[config.mk]
export PLATFORM = sky130hd
export DESIGN_NAME = fft_frame_scheduler_flat
export DESIGN_NICKNAME = d
export VERILOG_FILES = /design/src/rtl/fft_frame_scheduler_if.sv /design/src/rtl/fft_frame_scheduler.sv /design/src/flat_wrapper.sv
export SDC_FILE = /design/constraint.sdc
export NUM_CORES = 1
export LEC_CHECK = 0
export CORE_ASPECT_RATIO = 2
export CORE_MARGIN = 4
export CORE_UTILIZATION = 53
export DETAILED_ROUTE_END_ITERATION = 10
export HOLD_SLACK_MARGIN = 0.1
export PLACE_DENSITY = 0.89
export SLEW_MARGIN = 30
export SYNTH_ARGS = -nofsm -noshare
export SYNTH_HDL_FRONTEND = slang
export SYNTH_SLANG_ARGS = --single-unit
[constraint.sdc]
create_clock -name aclk -period 7.3 [get_ports aclk]
set_input_delay 1.46 -clock aclk [delete_from_list [all_inputs] [get_ports aclk]]
set_output_delay 1.46 -clock aclk [all_outputs]
set_load 0.03 [all_outputs]
[src/rtl/fft_frame_scheduler_if.sv]
// fft_frame_scheduler_if: sample stream, BRAM write port and reader handshake of the ping-pong frame scheduler
interface fft_frame_scheduler_if #(
  parameter int DW = 32
);
  logic [12:0]   N2;
  logic [DW-1:0] s_tdata;
  logic          s_tvalid;
  logic          s_tready;
  logic          wr_en;
  logic          wr_bank;
  logic [12:0]   wr_addr;
  logic [DW-1:0] wr_data;
  logic          rd_start;
  logic          rd_bank;
  logic [12:0]   rd_n2;
  logic          rd_done;
  logic [15:0]   frame_cnt;
  logic          busy;
  modport master (
    output N2, s_tdata, s_tvalid, rd_done,
    input  s_tready, wr_en, wr_bank, wr_addr, wr_data, rd_start, rd_bank, rd_n2, frame_cnt, busy
  );
  modport slave (
    input  N2, s_tdata, s_tvalid, rd_done,
    output s_tready, wr_en, wr_bank, wr_addr, wr_data, rd_start, rd_bank, rd_n2, frame_cnt, busy
  );
endinterface

[src/rtl/fft_frame_scheduler.sv]
// fft_frame_scheduler: captures sample frames alternately into two BRAM banks and hands full banks to the reader
module fft_frame_scheduler #(
  parameter int NFFT = 256,
  parameter int DW   = 32
) (
  input logic                  aclk,
  input logic                  aresetn,
  fft_frame_scheduler_if.slave bus
);
  typedef enum logic [1:0] {EMPTY, FILLING, FULL, READING} bank_t;
  typedef enum logic {IDLE, BUSY} rd_t;
  localparam logic [12:0] NFFT_W = 13'(NFFT);
  bank_t         bank_q [2];
  bank_t         bank_d [2];
  logic [12:0]   len_q [2];
  logic [12:0]   len_d [2];
  logic [12:0]   wr_cnt_q, wr_cnt_d;
  logic          wr_sel_q, wr_sel_d;
  logic          rd_sel_q, rd_sel_d;
  rd_t           rd_st_q, rd_st_d;
  logic          rd_start_q, rd_start_d;
  logic          rd_bank_q, rd_bank_d;
  logic [12:0]   rd_n2_q, rd_n2_d;
  logic [15:0]   frame_cnt_q, frame_cnt_d;
  logic [12:0]   n2_eff, cur_len;
  logic          ready, hs;
  logic [DW-1:0] data;
  assign n2_eff  = (bus.N2 == '0 || bus.N2 > NFFT_W) ? NFFT_W : bus.N2;
  // the frame length is taken from N2 only on the first write into a bank
  assign cur_len = (wr_cnt_q == '0) ? n2_eff : len_q[wr_sel_q];
  assign ready   = aresetn && (bank_q[wr_sel_q] == EMPTY || bank_q[wr_sel_q] == FILLING);
  assign hs      = bus.s_tvalid && ready;
  assign data    = bus.s_tdata;
  assign bus.s_tready  = ready;
  assign bus.wr_en     = hs;
  assign bus.wr_bank   = wr_sel_q;
  assign bus.wr_addr   = wr_cnt_q;
  assign bus.wr_data   = data;
  assign bus.rd_start  = rd_start_q;
  assign bus.rd_bank   = rd_bank_q;
  assign bus.rd_n2     = rd_n2_q;
  assign bus.frame_cnt = frame_cnt_q;
  assign bus.busy      = (bank_q[0] != EMPTY) || (bank_q[1] != EMPTY);
  // writer only touches EMPTY/FILLING banks and the reader only FULL/READING ones, so updates never collide
  always_comb begin
    bank_d      = bank_q;
    len_d       = len_q;
    wr_cnt_d    = wr_cnt_q;
    wr_sel_d    = wr_sel_q;
    rd_sel_d    = rd_sel_q;
    rd_st_d     = rd_st_q;
    rd_start_d  = 1'b0;
    rd_bank_d   = rd_bank_q;
    rd_n2_d     = rd_n2_q;
    frame_cnt_d = frame_cnt_q;
    if (hs) begin
      len_d[wr_sel_q]  = cur_len;
      bank_d[wr_sel_q] = (wr_cnt_q == cur_len - 13'd1) ? FULL : FILLING;
      wr_cnt_d         = (wr_cnt_q == cur_len - 13'd1) ? '0 : wr_cnt_q + 13'd1;
      wr_sel_d         = (wr_cnt_q == cur_len - 13'd1) ? ~wr_sel_q : wr_sel_q;
    end
    if (rd_st_q == IDLE && bank_q[rd_sel_q] == FULL) begin
      rd_start_d       = 1'b1;
      rd_bank_d        = rd_sel_q;
      rd_n2_d          = len_q[rd_sel_q];
      bank_d[rd_sel_q] = READING;
      rd_st_d          = BUSY;
    end else if (rd_st_q == BUSY && bus.rd_done) begin
      bank_d[rd_sel_q] = EMPTY;
      rd_sel_d         = ~rd_sel_q;
      frame_cnt_d      = frame_cnt_q + 16'd1;
      rd_st_d          = IDLE;
    end
  end
  always_ff @(posedge aclk or negedge aresetn) begin
    if (!aresetn) begin
      bank_q      <= '{EMPTY, EMPTY};
      len_q       <= '{13'd0, 13'd0};
      wr_cnt_q    <= '0;
      wr_sel_q    <= 1'b0;
      rd_sel_q    <= 1'b0;
      rd_st_q     <= IDLE;
      rd_start_q  <= 1'b0;
      rd_bank_q   <= 1'b0;
      rd_n2_q     <= '0;
      frame_cnt_q <= '0;
    end else begin
      bank_q      <= bank_d;
      len_q       <= len_d;
      wr_cnt_q    <= wr_cnt_d;
      wr_sel_q    <= wr_sel_d;
      rd_sel_q    <= rd_sel_d;
      rd_st_q     <= rd_st_d;
      rd_start_q  <= rd_start_d;
      rd_bank_q   <= rd_bank_d;
      rd_n2_q     <= rd_n2_d;
      frame_cnt_q <= frame_cnt_d;
    end
  end
endmodule

[src/flat_wrapper.sv]
// flat-port wrapper written by rule: the top's interface ports become plain ports
module fft_frame_scheduler_flat 
#(
  parameter int NFFT = 256,
  parameter int DW   = 32
)
  (aclk, aresetn, bus_N2, bus_s_tdata, bus_s_tvalid, bus_rd_done, bus_s_tready, bus_wr_en, bus_wr_bank, bus_wr_addr, bus_wr_data, bus_rd_start, bus_rd_bank, bus_rd_n2, bus_frame_cnt, bus_busy);
  fft_frame_scheduler_if #(.DW(DW)) bus_i ();
  input logic aclk;
  input logic aresetn;
  input wire logic [$bits(bus_i.N2)-1:0] bus_N2;
  input wire logic [$bits(bus_i.s_tdata)-1:0] bus_s_tdata;
  input wire logic [$bits(bus_i.s_tvalid)-1:0] bus_s_tvalid;
  input wire logic [$bits(bus_i.rd_done)-1:0] bus_rd_done;
  output wire logic [$bits(bus_i.s_tready)-1:0] bus_s_tready;
  output wire logic [$bits(bus_i.wr_en)-1:0] bus_wr_en;
  output wire logic [$bits(bus_i.wr_bank)-1:0] bus_wr_bank;
  output wire logic [$bits(bus_i.wr_addr)-1:0] bus_wr_addr;
  output wire logic [$bits(bus_i.wr_data)-1:0] bus_wr_data;
  output wire logic [$bits(bus_i.rd_start)-1:0] bus_rd_start;
  output wire logic [$bits(bus_i.rd_bank)-1:0] bus_rd_bank;
  output wire logic [$bits(bus_i.rd_n2)-1:0] bus_rd_n2;
  output wire logic [$bits(bus_i.frame_cnt)-1:0] bus_frame_cnt;
  output wire logic [$bits(bus_i.busy)-1:0] bus_busy;
  assign bus_i.N2 = bus_N2;
  assign bus_i.s_tdata = bus_s_tdata;
  assign bus_i.s_tvalid = bus_s_tvalid;
  assign bus_i.rd_done = bus_rd_done;
  assign bus_s_tready = bus_i.s_tready;
  assign bus_wr_en = bus_i.wr_en;
  assign bus_wr_bank = bus_i.wr_bank;
  assign bus_wr_addr = bus_i.wr_addr;
  assign bus_wr_data = bus_i.wr_data;
  assign bus_rd_start = bus_i.rd_start;
  assign bus_rd_bank = bus_i.rd_bank;
  assign bus_rd_n2 = bus_i.rd_n2;
  assign bus_frame_cnt = bus_i.frame_cnt;
  assign bus_busy = bus_i.busy;
  fft_frame_scheduler #(.NFFT(NFFT), .DW(DW)) u_core (.aclk(aclk), .aresetn(aresetn), .bus(bus_i));
endmodule
# == Yosys cells after proc, flatten, opt, wreduce, memory -nomap -nowiden ==
# Index checks and enable logic that the tools add are counted.
# word_totals
regBits,77
input_bits,49
output_inout_bits,80
elab_cells,79
# classes
n_addsub,3
magnitude_cmp,5
n_eq_ne,3
mux,30
bitwise_logic,9
n_reduce_logical,17
# op_table
op,count
13-bit 2-to-1 mux,10
26-bit bitwise mux,1
13-bit zero test,2
2-bit 2-to-1 mux,9
16-bit by 1-bit adder with 16-bit output (second input constant),1
13-bit by 1-bit adder with 13-bit output (second input constant),1
13-bit demux with 1-bit select,1
13-bit equality test,1
13-bit by 9-bit greater-than comparator with 1-bit output (second input constant),1
13-bit by 1-bit subtractor with 13-bit output (second input constant),1
4-bit 2-to-1 mux,3
1-bit logical AND,6
2-bit nonzero test,3
4-bit AND,1
4-bit bitwise mux,1
2-bit demux with 1-bit select,2
2-bit >= comparator (second input constant),2
2-bit by 1-bit < comparator with 1-bit output (second input constant),2
1-bit NOT,4
1-bit NOT with 2-bit output,2
4-bit NOT,1
4-bit bitwise OR,1
2-bit AND reduction,2
1-bit logical OR,3
4 further kinds,6

# == Depth between registers and ports, before layout ==
# Gate-level depths: netlist (run 1).
# depth
depth_word,13
mapped_depth,17

# == Worst setup path before layout (run 1) ==
# OpenSTA, ideal clock, no wires.
# synth_path
kind,input to register
start,input port bus_N2[9]
end,register u_core.bank_q[1] in the netlist's numbering
setup_ns,0.119
t_arrival_ns,4.024
slack_ns,3.158
stages,13
n_path_buf,2
cell_sequence,or4_1 buf_2 a21oi_1 a31oi_2 ha_1 o21a_1 a211oi_1 nor4b_1 o31a_1 nand4_2 buf_6 nor2_2 o21a_1
# synth_lines
element,line_no,text
"start, declared",flat_wrapper.sv:11,input wire logic [$bits(bus_i.N2)-1:0] bus_N2;
"end signal, assigned",fft_frame_scheduler.sv:77,"bank_q <= '{EMPTY, EMPTY};"
"end signal, assigned",fft_frame_scheduler.sv:88,bank_q <= bank_d;
"end, declared",fft_frame_scheduler.sv:13,bank_t bank_q [2];

# == Worst setup path after layout (run 1) ==
# layout_path
start,input port bus_N2[3]
end,register u_core.wr_cnt_q[3] (netlist: u_core.bus.wr_addr[3])
# layout_between
elab_chain_len,7
elab_cells_between_ends,8
classes_between,add/sub (1); order compare (1); eq/ne (1); mux (3); reduce/logical (2)
# layout_rtl
element,line_no,text
13-bit by 9-bit greater-than comparator with 1-bit output or 13-bit zero test (tied branches),fft_frame_scheduler.sv:28,assign n2_eff = (bus.N2 == '0 || bus.N2 > NFFT_W) ? NFFT_W : bus.N2;
1-bit logical OR,fft_frame_scheduler.sv:28,
13-bit 2-to-1 mux *,fft_frame_scheduler.sv:28,
13-bit 2-to-1 mux *,fft_frame_scheduler.sv:30,assign cur_len = (wr_cnt_q == '0) ? n2_eff : len_q[wr_sel_q];
13-bit by 1-bit subtractor with 13-bit output *,fft_frame_scheduler.sv:59,wr_cnt_d = (wr_cnt_q == cur_len - 13'd1) ? '0 : wr_cnt_q + 13'd1;
13-bit equality test *,fft_frame_scheduler.sv:59,
13-bit 2-to-1 mux *,fft_frame_scheduler.sv:59,
"end signal, assigned",fft_frame_scheduler.sv:90,wr_cnt_q <= wr_cnt_d;
"end, declared",fft_frame_scheduler.sv:17,"logic [12:0] wr_cnt_q, wr_cnt_d;"
# Mark *: on every way between the ends. The rest lies on a longest branch, timed or not.
# A chain may end at the register's enable or synchronous reset.

==> results of run 1 <==
[path summary, 6_finish.rpt]
| path | endpoint | cells past startpoint | slack, ns |
|---|---|---|---|
| hold / removal | u_core.bus.rd_bank$_DFFE_PN0P_ | 1 | 0.48 |
| hold reg to reg | u_core.bus.rd_bank$_DFFE_PN0P_ | 1 | 0.48 |
| max in group asynchronous | u_core.rd_st_q$_DFFE_PN0P_ | 2 | 5.54 |
| min in group asynchronous | u_core.bus.frame_cnt[10]$_DFFE_PN0P_ | 2 | 1.27 |
| setup reg to reg | u_core.bus.wr_addr[3]$_DFFE_PN0P_ | 14 | 2.83 |
| setup / recovery | u_core.bus.wr_addr[3]$_DFFE_PN0P_ | 13 | 2.29 |
[power by group]
group          internal [mW]  total, mW  switching [mW]
clock                  0.265      0.443           0.177
sequential             0.445      0.487          0.0423
combinational          0.104      0.242           0.138
[final cells by class]
cell class                 instances  area (um^2)  share of cell area (%)
multi-input combinational        340         2290                    42.4
timing repair buffer              68          672                    12.4
inverter                          25         93.8                    1.74
clock buffer                      11          233                    4.31
tap                              100          125                    2.31
clock inverter                     5         61.3                    1.13
sequential                        77         1930                    35.6
[flip-flops by register name (all words and copies together), names as in the netlist, 4 cells and up]
signal                count
u_core.bus.wr_addr       13
u_core.len_q             26
u_core.bank_q             4
u_core.bus.frame_cnt     16
u_core.bus.rd_n2         13
[synth_stat cells (3+ instances only)]
cell type,count
a21boi_0,3
a21o_1,4
a21oi_1,10
a222oi_1,14
a311oi_1,3
a31oi_1,8
and2_1,7
and3_1,10
buf_2,9
buf_4,35
clkbuf_1,9
dfrtp_1,77
ha_1,4
inv_1,25
mux2_2,4
mux2i_1,13
nand2_1,45
nand2b_1,3
nand3_1,25
nand4_1,6
nor2_1,34
nor2b_1,3
nor3_1,11
nor3b_1,3
nor4_1,3
nor4b_1,3
o211a_1,3
o21ai_0,27
o21ai_1,4
o31ai_1,3
or3_1,8
or4_1,4
xnor2_1,20
xor2_1,9
[routing by layer]
layer	vias to the layer above	track usage, %	wire, um
li1	1812	-	-
met2	143	43.8	6680
met3	45	4.14	586
met4	0	16.5	707
met1	1920	27.3	4660
met5	-	0	0
[logic make-up after synthesis]
logic type | after synthesis
simple gates | 185
compound gates | 103
buf+inv | 80
flops | 77
xor+xnor | 30
mux | 18
fa+ha+maj | 4
==> key figures, run 1 <==
Global route
  • Gr ovfl total: 0
  • Largest net degree at the start of global routing: 78
  • Vias in the first global route: 3,983
  • First-pass GRT wire length: 20,300 um
  • Total GRT Usage: 25.3%
  • Initial antenna violation count: 0

Timing
  • Final hold violations: 0
  • Final Skew: 0.00493 ns
  • Fmax: 0.200 GHz
  • RSZ-0062 raised after global routing: false
  • Worst-margin pin slew: 0.910 ns
  • Final worst slack: 2.29 ns
  • Final count of negative-setup-slack endpoints: 0
  • Slew HR: 38.4%
  • Final hold slack: 0.475 ns
  • Fin crit period: 5.01 ns
  • Final Max Slew Viols: 0
  • Final setup TNS: 0 ns
  • Fin crit share: 68.6%

Min path
  • Hold Path Origin: u_core.bus.rd_bank$_DFFE_PN0P_
  • Worst hold path class: flip-flop to flip-flop

Drt
  • Remaining DRCs: 0
  • Via count: 3,920
  • WL final: 12,600 um
  • Via density: 6.26
  • Routed Antenna Nets: 0
  • DRT Pass-1 Iters: 5
  • DRT iter0 DRCs: 529
  • Wirelength per Cell: 20.2 um

Final layout
  • Commonest non-fill, non-tap cells in the layout: dfrtp_1 (77), clkdlybuf4s50_1 (63), nand2_1 (45), nor2_1 (34), o21ai_0 (27)
  • Most common cell after layout, fill and taps aside: dfrtp_1
  • Final cell count without fillers: 626
  • Nets: 574
  • Fillers: 726
  • Area growth, synth to finish: 15.9%
  • Number of diodes: 0
  • Layout cells sized above 1: 8.56%
  • Final instance area: 5410 um^2
  • Final Core Density: 62.9%

Flow run
  • MaxCap Viol Count: 0

Yosys
  • Yosys top cell area share: 41.3%
  • Synth Area in Simple Gates: 21.9%
  • Largest family of logic cells by synthesized area: simple AND/OR/NAND/NOR gates
  • Synth Area in Compound Gates: 15.9%
  • Gate Count Post-Synth: 497
  • Area leader, netlist: dfrtp_1
  • Synth cell types: 71
  • FF+latch count, synth: 77
  • Mapped Nets: 550
  • Number of synthesized flops with an enable pin: 0
  • Sequential element share of the synthesized area: 41.3%
  • Mapped cell area: 4660 um^2
  • Synth async-reset ratio: 100%
  • Largest cells by area after synthesis: dfrtp_1 (41%), buf_4 (5.6%), xnor2_1 (3.8%)
  • Synth Area in Adders: 1.07%
  • XOR/XNOR Fraction of Synth Area: 5.93%
  • Post-synthesis mux area share: 4.05%
  • Syn. warnings: 0
  • Syn Area/Cell: 9.38 um^2
  • Top FF cell, synth: dfrtp_1

Power and ir drop
  • Worst vdd ir: 0.139 mV
  • LEAKAGE: 2.49 nW
  • Power Density: 217 nW/um^2
  • Tot Pwr: 1.17 mW

Critical path
  • Worst Setup SP: bus_N2[3]
  • CP max stage cell: clkdlybuf4s50_1
  • Crit. End Element: flip-flop
  • Worst Path Max Fanout: 11
  • Worst path top cell family by delay: compound AO/OA/AOI/OAI gates
  • Critical Path Start Type: primary input
  • Crit path cell chain: clkdlybuf4s50_1, nor3_2, a31o_2, a21oi_1, a31oi_1, ha_1, o21ai_1, a2111oi_1, o211a_1, o31a_1, nand4_2, a21o_1, a22o_1
  • Reg-to-reg startpoint: u_core.bus.wr_addr[0]$_DFFE_PN0P_
  • Bufs and invs on worst path: 1
  • Worst Path Required: 7.52 ns
  • Worst Setup Path Type: primary input to flip-flop
  • Arrival time at the worst endpoint: 5.23 ns
  • CP peak stage delay: 0.54 ns

Placed design
  • Placed cells: 610
  • Port Buffer Count: 64
  • Final GP Congestion: 1.00
  • DP Wirelength: 9570 um
  • Post-place setup slack: 1.96 ns
  • DP Area: 5110 um^2

Die
  • FP Rows: 48
  • Die height: 141 um
  • Die area: 10,500 um^2
  • I/O pin count: 129
  • Core Area: 8590 um^2
  • Initial Util: 54.3%
  • Die X-Extent: 74.3 um

Clock network
  • PostCTS Resize Cnt: 0
  • # hold bufs at CTS: 0
  • CTS tree: yes
  • Worst-skew pair later-pin latency: 0.34 ns
  • Clk sinks: 77
  • Htree depth: 3
  • Clk pin slew, worst setup/hold paths: 0.06 ns
  • Post-CTS Setup Bufs: 0
  • CTS Root Cell: clkbuf_16
  • Clock buffer depth: 2
  • Total CTS buffers: 9

Status
  • Outcome: finished clean
Note: power is estimated with default switching activity, not from simulation.
==> run 2: changes to the inputs <==
--- a/config.mk
+++ b/config.mk
@@ -7,10 +7,10 @@
 export LEC_CHECK = 0
 export CORE_ASPECT_RATIO = 2
 export CORE_MARGIN = 4
-export CORE_UTILIZATION = 53
+export CORE_UTILIZATION = 49
 export DETAILED_ROUTE_END_ITERATION = 10
 export HOLD_SLACK_MARGIN = 0.1
-export PLACE_DENSITY = 0.89
+export PLACE_DENSITY = 0.83
 export SLEW_MARGIN = 30
 export SYNTH_ARGS = -nofsm -noshare
 export SYNTH_HDL_FRONTEND = slang
==> constraint.sdc (replaced) <==
create_clock -name aclk -period 4.96 [get_ports aclk]
set_input_delay 0.992 -clock aclk [delete_from_list [all_inputs] [get_ports aclk]]
set_output_delay 0.992 -clock aclk [all_outputs]
set_load 0.03 [all_outputs]
==> run 2 against run 1 <==
Net effect:
- clock power up 53%
- clock skew about the same
- sequential share of layout area down 0.51 points
- critical path depth up 1
- first-iteration DRC count down 34%
- via count up 1.9%
- critical endpoint is now u_core.bus.wr_bank$_DFFE_PN0P_
- largest cell class unchanged
- highest routed layer unchanged
==> key figures, run 2 (synthesis gave the netlist of run 1 again) <==
Status
  • Outcome: finished clean

Drt
  • DRT iter0 DRCs: 347 (-34%)
  • Via density: 6.26 (about the same)
  • DRT Pass-1 Iters: 5 (unchanged)
  • Wirelength per Cell: 19.9 um (-1.6%)
  • WL final: 12,700 um (+0.28%)
  • Via count: 3,995 (+1.9%)
  • Remaining DRCs: 0 (unchanged)
  • Routed Antenna Nets: 0 (unchanged)

Timing
  • Final hold slack: 0.482 ns (+0.00653 ns)
  • Fin crit period: 4.37 ns
  • Fmax: 0.229 GHz
  • Slew HR: 42.3% (+3.9 points)
  • Final hold violations: 0 (unchanged)
  • Final count of negative-setup-slack endpoints: 0 (unchanged)
  • Final setup TNS: 0 ns (unchanged)
  • Final Max Slew Viols: 0 (unchanged)
  • Fin crit share: 88.2%
  • Worst-margin pin slew: 0.865 ns (-0.0456 ns)
  • Final Skew: 0.00527 ns (+0.000346 ns)
  • RSZ-0062 raised after global routing: false

Global route
  • Initial antenna violation count: 0 (unchanged)
  • Gr ovfl total: 0 (unchanged)
  • Largest net degree at the start of global routing: 78 (unchanged)
  • First-pass GRT wire length: 20,500 um (+1.2%)
  • Vias in the first global route: 3,977 (-0.15%)
  • Total GRT Usage: 23.2% (-2.1 points)

Critical path
  • Crit path cell chain: clkdlybuf4s50_1, nor3_2, nand4_1, a21oi_1, a31oi_2, ha_1, and3_1, nor3_1, o2111ai_1, nor3b_2, nand4_2, buf_4, nor2_8, xnor2_1
  • Worst Path Required: 5.23 ns (-2.29 ns)
  • Crit. End Element: flip-flop
  • Arrival time at the worst endpoint: 4.64 ns (-0.59 ns)
  • Bufs and invs on worst path: 2 (+1)
  • Worst path top cell family by delay: simple AND/OR/NAND/NOR gates
  • Worst Setup Path Type: primary input to flip-flop
  • Worst Path Max Fanout: 8 (-3)
  • CP max stage cell: clkdlybuf4s50_1
  • Critical Path Start Type: primary input
  • CP peak stage delay: 0.50 ns (-0.04 ns)

Final layout
  • Area growth, synth to finish: 17.6%
  • Number of diodes: 0 (unchanged)
  • Nets: 582 (+1.4%)
  • Layout cells sized above 1: 10.1% (+1.6 points)
  • Max reg flops: 26 (unchanged)
  • Final instance area: 5480 um^2 (+1.5%)
  • Final cell count without fillers: 638 (+1.9%)
  • Largest reg by FF count: u_core.len_q
  • Commonest non-fill, non-tap cells in the layout: dfrtp_1 (77), clkdlybuf4s50_1 (63), nand2_1 (45), nor2_1 (34), o21ai_0 (27)
  • Most common cell after layout, fill and taps aside: dfrtp_1
  • Fillers: 812 (+12%)

Placed design
  • DP Area: 5170 um^2 (+1.2%)
  • DP Wirelength: 9550 um (-0.28%)
  • Port Buffer Count: 64 (unchanged)
  • Final GP Congestion: 0.993 (-1.1%)
  • Placed cells: 622 (+2.0%)

Power and ir drop
  • Power Density: 319 nW/um^2 (+47%)
  • Tot Pwr: 1.75 mW (+49%)
  • Worst vdd ir: 0.275 mV (+98%)
  • LEAKAGE: 2.55 nW (+2.1%)

Clock network
  • Clk pin slew, worst setup/hold paths: 0.06 ns (about the same)
  • PostCTS Resize Cnt: 0 (unchanged)
  • Htree depth: 3 (unchanged)
  • # hold bufs at CTS: 0 (unchanged)
  • Post-CTS Setup Bufs: 0 (unchanged)
  • Clock buffer depth: 2 (unchanged)
  • Total CTS buffers: 9 (unchanged)
  • CTS Root Cell: clkbuf_16
  • Worst-skew pair later-pin latency: 0.34 ns (about the same)
  • CTS tree: yes
  • Clk sinks: 77 (unchanged)

Flow run
  • MaxCap Viol Count: 0 (unchanged)

Die
  • Core Area: 9320 um^2 (+8.5%)
  • Initial Util: 50.0% (-4.3 points)
  • Die area: 11,200 um^2 (+7.5%)
  • Die height: 146 um (+3.8%)
  • Die X-Extent: 77.0 um (+3.6%)
  • I/O pin count: 129 (unchanged)
  • FP Rows: 50 (+4.2%)

Min path
  • Worst hold path class: flip-flop to flip-flop
## run 2: cell count changes in the layout (fill, tap and decap cells not counted), sizes merged
cell | previous run | this run
buf | 5 | 13
clkinv | 1 | 2
clkinvlp | 3 | 2
## run 2: stage by stage
stage	utilization [%]	setup WS, ns
3_3_place_gp	55.4	0.421
4_1_cts	58.8	0.645
6_report	58.8	0.586
5_1_grt	58.8	0.364
2_1_floorplan	-	1.29
3_5_place_dp	55.4	0.308
## run 2: layout make-up
type	count	area, um^2	share of cell area (%)
Multi-Input combinational cell	340	2290	41.8
Sequential cell	77	1930	35.1
Timing Repair Buffer	76	732	13.3
Clock buffer	11	253	4.61
Tap cell	104	130	2.37
Inverter	25	93.8	1.71
Clock inverter	5	58.8	1.07
## run 2: power breakdown
group / switching (mW) / leakage (nW) / internal (mW)
Clock: 0.261 / 0.148 / 0.417
Sequential: 0.0628 / 1.04 / 0.655
Combinational: 0.201 / 1.36 / 0.154
## run 2: worst paths after layout
kind | startpoint | to | slack (ns) | cells past startpoint
min in group asynchronous | aresetn | u_core.len_q[15]$_DFFE_PN0P_ | 0.80 | 2
max in group asynchronous | aresetn | u_core.len_q[25]$_DFFE_PN0P_ | 3.68 | 2
hold reg to reg | u_core.bus.rd_bank$_DFFE_PN0P_ | u_core.bus.rd_bank$_DFFE_PN0P_ | 0.48 | 1
setup reg to reg | u_core.bus.wr_addr[0]$_DFFE_PN0P_ | u_core.bus.wr_bank$_DFFE_PN0P_ | 0.80 | 15
setup / recovery | bus_N2[4] | u_core.bus.wr_bank$_DFFE_PN0P_ | 0.59 | 14
hold / removal | u_core.bus.rd_bank$_DFFE_PN0P_ | u_core.bus.rd_bank$_DFFE_PN0P_ | 0.48 | 1
## run 2: per-layer routing
metal / vias to the layer above / track usage (%) / share of wire [%]
li1: 1827 / - / -
met1: 1954 / 23.3 / 35
met2: 170 / 42.8 / 54
met3: 44 / 4.52 / 5.2
met4: 0 / 14.4 / 5.4
met5: - / 0 / 0
==> run 3: changes to the inputs <==
--- a/config.mk
+++ b/config.mk
@@ -5,6 +5,7 @@
 export SDC_FILE = /design/constraint.sdc
 export NUM_CORES = 1
 export LEC_CHECK = 0
+export ABC_AREA = 1
 export CORE_ASPECT_RATIO = 2
 export CORE_MARGIN = 4
 export CORE_UTILIZATION = 49
==> run 3 against run 2 <==
Net effect:
- setup slack better by 0.54 ns
- area after synthesis is 2.6% higher
- via count is 2.6% higher
- global-route usage is 1.2 points lower
- register-to-register slack better by 0.46 ns
- final cell count is 23% higher
- clock power is 3.5% lower
- power is 78% higher
- synthesized cell count is 24% higher
- flip-flop and latch count stayed put
- non-clock buffer count is 9 lower
- final area is 1.7% higher
==> key figures, run 3 <==
Yosys
  • Synth Area in Compound Gates: 9.55% (-6.3 points)
  • Synth async-reset ratio: 100% (unchanged)
  • Most frequent cell after synthesis: nand2_1
  • Top FF cell, synth: dfrtp_1
  • XOR/XNOR Fraction of Synth Area: 4.94% (-0.99 points)
  • Post-synth top cells: nand2_1 (153), inv_1 (80), dfrtp_1 (77)
  • Syn. warnings: 0 (unchanged)
  • Largest family of logic cells by synthesized area: simple AND/OR/NAND/NOR gates
  • Sequential element share of the synthesized area: 40.3% (-1.0 points)
  • FF+latch count, synth: 77 (unchanged)
  • Synth Area in Adders: 1.05% (-0.027 points)
  • Syn Area/Cell: 7.74 um^2 (-17%)
  • Number of synthesized flops with an enable pin: 0 (unchanged)
  • Largest cells by area after synthesis: dfrtp_1 (40%), nand2_1 (12%), inv_1 (6.3%)
  • Yosys top cell area share: 40.3% (-1.0 points)
  • Mapped cell area: 4780 um^2 (+2.6%)
  • Synth cell types: 34 (-52%)
  • Post-synthesis mux area share: 0% (-4.1 points)
  • Synth Area in Simple Gates: 30.5% (+8.6 points)
  • Area leader, netlist: dfrtp_1
  • Gate Count Post-Synth: 618 (+24%)
  • Mapped Nets: 671 (+22%)

Power and ir drop
  • Power Density: 558 nW/um^2 (+75%)
  • LEAKAGE: 2.63 nW (+3.4%)
  • Tot Pwr: 3.11 mW (+78%)
  • Worst vdd ir: 0.431 mV (+57%)

Placed design
  • DP Wirelength: 9100 um (-4.7%)
  • Placed cells: 770 (+24%)
  • Final GP Congestion: 0.981 (-1.1%)
  • Port Buffer Count: 64 (unchanged)

Critical path
  • Setup slack, reg-to-reg: 1.26 ns (+0.46 ns)
  • Worst Path Required: 5.16 ns (-0.07 ns)
  • Critical Path Start Type: primary input
  • Worst Path Max Fanout: 11 (+3)
  • Arrival time at the worst endpoint: 4.03 ns (-0.61 ns)
  • Worst Setup Path Type: primary input to flip-flop
  • Crit. End Element: flip-flop
  • Worst Setup SP: bus_N2[7]
  • Reg-to-reg startpoint: u_core.bus.wr_addr[0]$_DFFE_PN0P_

Clock network
  • Worst-skew pair later-pin latency: 0.34 ns (about the same)
  • Clock buffer depth: 2 (unchanged)
  • PostCTS Resize Cnt: 0 (unchanged)
  • CTS tree: yes
  • Post-CTS Setup Bufs: 0 (unchanged)
  • # hold bufs at CTS: 0 (unchanged)
  • Total CTS buffers: 9 (unchanged)
  • Htree depth: 3 (unchanged)
  • Clk sinks: 77 (unchanged)
  • CTS Root Cell: clkbuf_16
  • Clk pin slew, worst setup/hold paths: 0.05 ns (about the same)

Die
  • Die X-Extent: 77.9 um (+1.2%)
  • Die area: 11,500 um^2 (+2.4%)
  • FP Rows: 50 (unchanged)
  • Die height: 148 um (+1.2%)
  • Initial Util: 50.6% (+0.62 points)
  • Core Area: 9450 um^2 (+1.3%)
  • I/O pin count: 129 (unchanged)

Global route
  • First-pass GRT wire length: 20,000 um (-2.9%)
  • Total GRT Usage: 22.0% (-1.2 points)
  • Gr ovfl total: 0 (unchanged)
  • Vias in the first global route: 4,282 (+7.7%)
  • Initial antenna violation count: 0 (unchanged)
  • Largest net degree at the start of global routing: 78 (unchanged)

Drt
  • Remaining DRCs: 0 (unchanged)
  • DRT iter0 DRCs: 235 (-32%)
  • DRT Pass-1 Iters: 4 (-1)
  • Routed Antenna Nets: 0 (unchanged)
  • Via density: 5.22 (-17%)
  • Via count: 4,098 (+2.6%)
  • WL final: 11,900 um (-6.5%)
  • Wirelength per Cell: 15.1 um (-24%)

Timing
  • Final count of negative-setup-slack endpoints: 0 (unchanged)
  • Worst-margin pin slew: 0.724 ns (-0.141 ns)
  • Fmax: 0.261 GHz (+14%)
  • Fin crit share: 77.2% (-11 points)
  • Final hold violations: 0 (unchanged)
  • Fin crit period: 3.83 ns (-0.543 ns)
  • Slew HR: 51.6% (+9.3 points)
  • Final Max Slew Viols: 0 (unchanged)
  • Final Skew: 0.00676 ns (+0.00149 ns)
  • RSZ-0062 raised after global routing: false
  • Final setup TNS: 0 ns (unchanged)

Final layout
  • Fillers: 848 (+4.4%)
  • Layout cells sized above 1: 11.8% (+1.6 points)
  • Nets: 704 (+21%)
  • Number of diodes: 0 (unchanged)
  • Most common cell after layout, fill and taps aside: nand2_1
  • Max reg flops: 26 (unchanged)
  • Commonest non-fill, non-tap cells in the layout: nand2_1 (153), inv_1 (80), dfrtp_1 (77), clkdlybuf4s50_1 (63), nor2_1 (53)
  • Area growth, synth to finish: 16.6%
  • Final Core Density: 59.0% (+0.19 points)
  • Largest reg by FF count: u_core.len_q
  • Final cell count without fillers: 785 (+23%)

Status
  • Outcome: finished clean

Min path
  • Worst hold path class: flip-flop to flip-flop
  • Hold Path Origin: u_core.bus.rd_bank$_DFFE_PN0P_

Flow run
  • MaxCap Viol Count: 0 (unchanged)
-- run 3: final timing paths --
check | to | cells past startpoint
min in group asynchronous | u_core.len_q[24]$_DFFE_PN0P_ | 2
worst min register to register | u_core.bus.rd_bank$_DFFE_PN0P_ | 2
worst min-delay path | u_core.bus.rd_bank$_DFFE_PN0P_ | 2
max in group asynchronous | u_core.bus.frame_cnt[0]$_DFFE_PN0P_ | 2
worst max register to register | u_core.bus.wr_addr[2]$_DFFE_PN0P_ | 22
worst max-delay path | u_core.bus.wr_addr[2]$_DFFE_PN0P_ | 22
-- run 3: area by class of cell --
type	instances	area (um^2)	area share [%]
repair buffers	67	664	11.9
clock inverters	3	46.3	0.830
well taps	130	163	2.92
multi-input cells	409	2200	39.5
clock buffers	12	246	4.42
flip-flops and latches	77	1930	34.6
inverters	87	327	5.86
-- run 3: critical path: stages --
cell and delay [ns]:
clkdlybuf4s50_1 0.42, nor2_1 0.11, nand2_1 0.07, nor2_2 0.16, nand2_1 0.09, nand2_2 0.17, nand3_1 0.12, nand2_1 0.12
inv_2 0.07, ha_1 0.30, xor2_1 0.14, nand2_1 0.07, nor2_1 0.10, nand2_1 0.05, inv_1 0.05, nand2_1 0.05
nor2_1 0.18, nand2_1 0.12, nor2_4 0.12, nand3_4 0.10, nor2_4 0.33, nor3_1 0.10
-- run 3: where the power goes --
| part | internal (mW) | switching (mW) | leakage [nW] |
|---|---|---|---|
| Clock | 0.402 | 0.252 | 0.139 |
| Sequential | 0.771 | 0.133 | 0.944 |
| Combinational | 0.540 | 1.01 | 1.55 |
| Total | 1.71 | 1.40 | 2.63 |
-- run 3: per-layer routing --
metal | share of wire [%] | GRT usage [%] | up-vias | routed length, um
met1 | 36 | 22.3 | 1922 | 4280
met3 | 5.1 | 4.82 | 40 | 605
met5 | 0 | 0 | - | 0
met2 | 55 | 41.1 | 128 | 6520
met4 | 3.7 | 11.4 | 0 | 444
li1 | - | - | 2008 | -
-- run 3: cell families after synthesis --
| logic type | count (synthesis) |
|---|---|
| XOR/XNOR | 27 |
| AND/OR/NAND/NOR | 310 |
| AO/OA/AOI/OAI | 68 |
| flip-flops | 77 |
| adder cells (fa/ha/maj) | 4 |
| buffers and inverters | 132 |
-- run 3: per-stage QoR --
step / area [um^2] / hold WS [ns] / setup WS, ns
floorplan: 4780 / 0.453 / 1.68
global placement: 5280 / 0.466 / 0.924
detailed placement: 5280 / 0.471 / 0.778
CTS: 5570 / 0.485 / 1.13
global route: 5580 / 0.508 / 0.792
finish: 5580 / 0.481 / 1.13
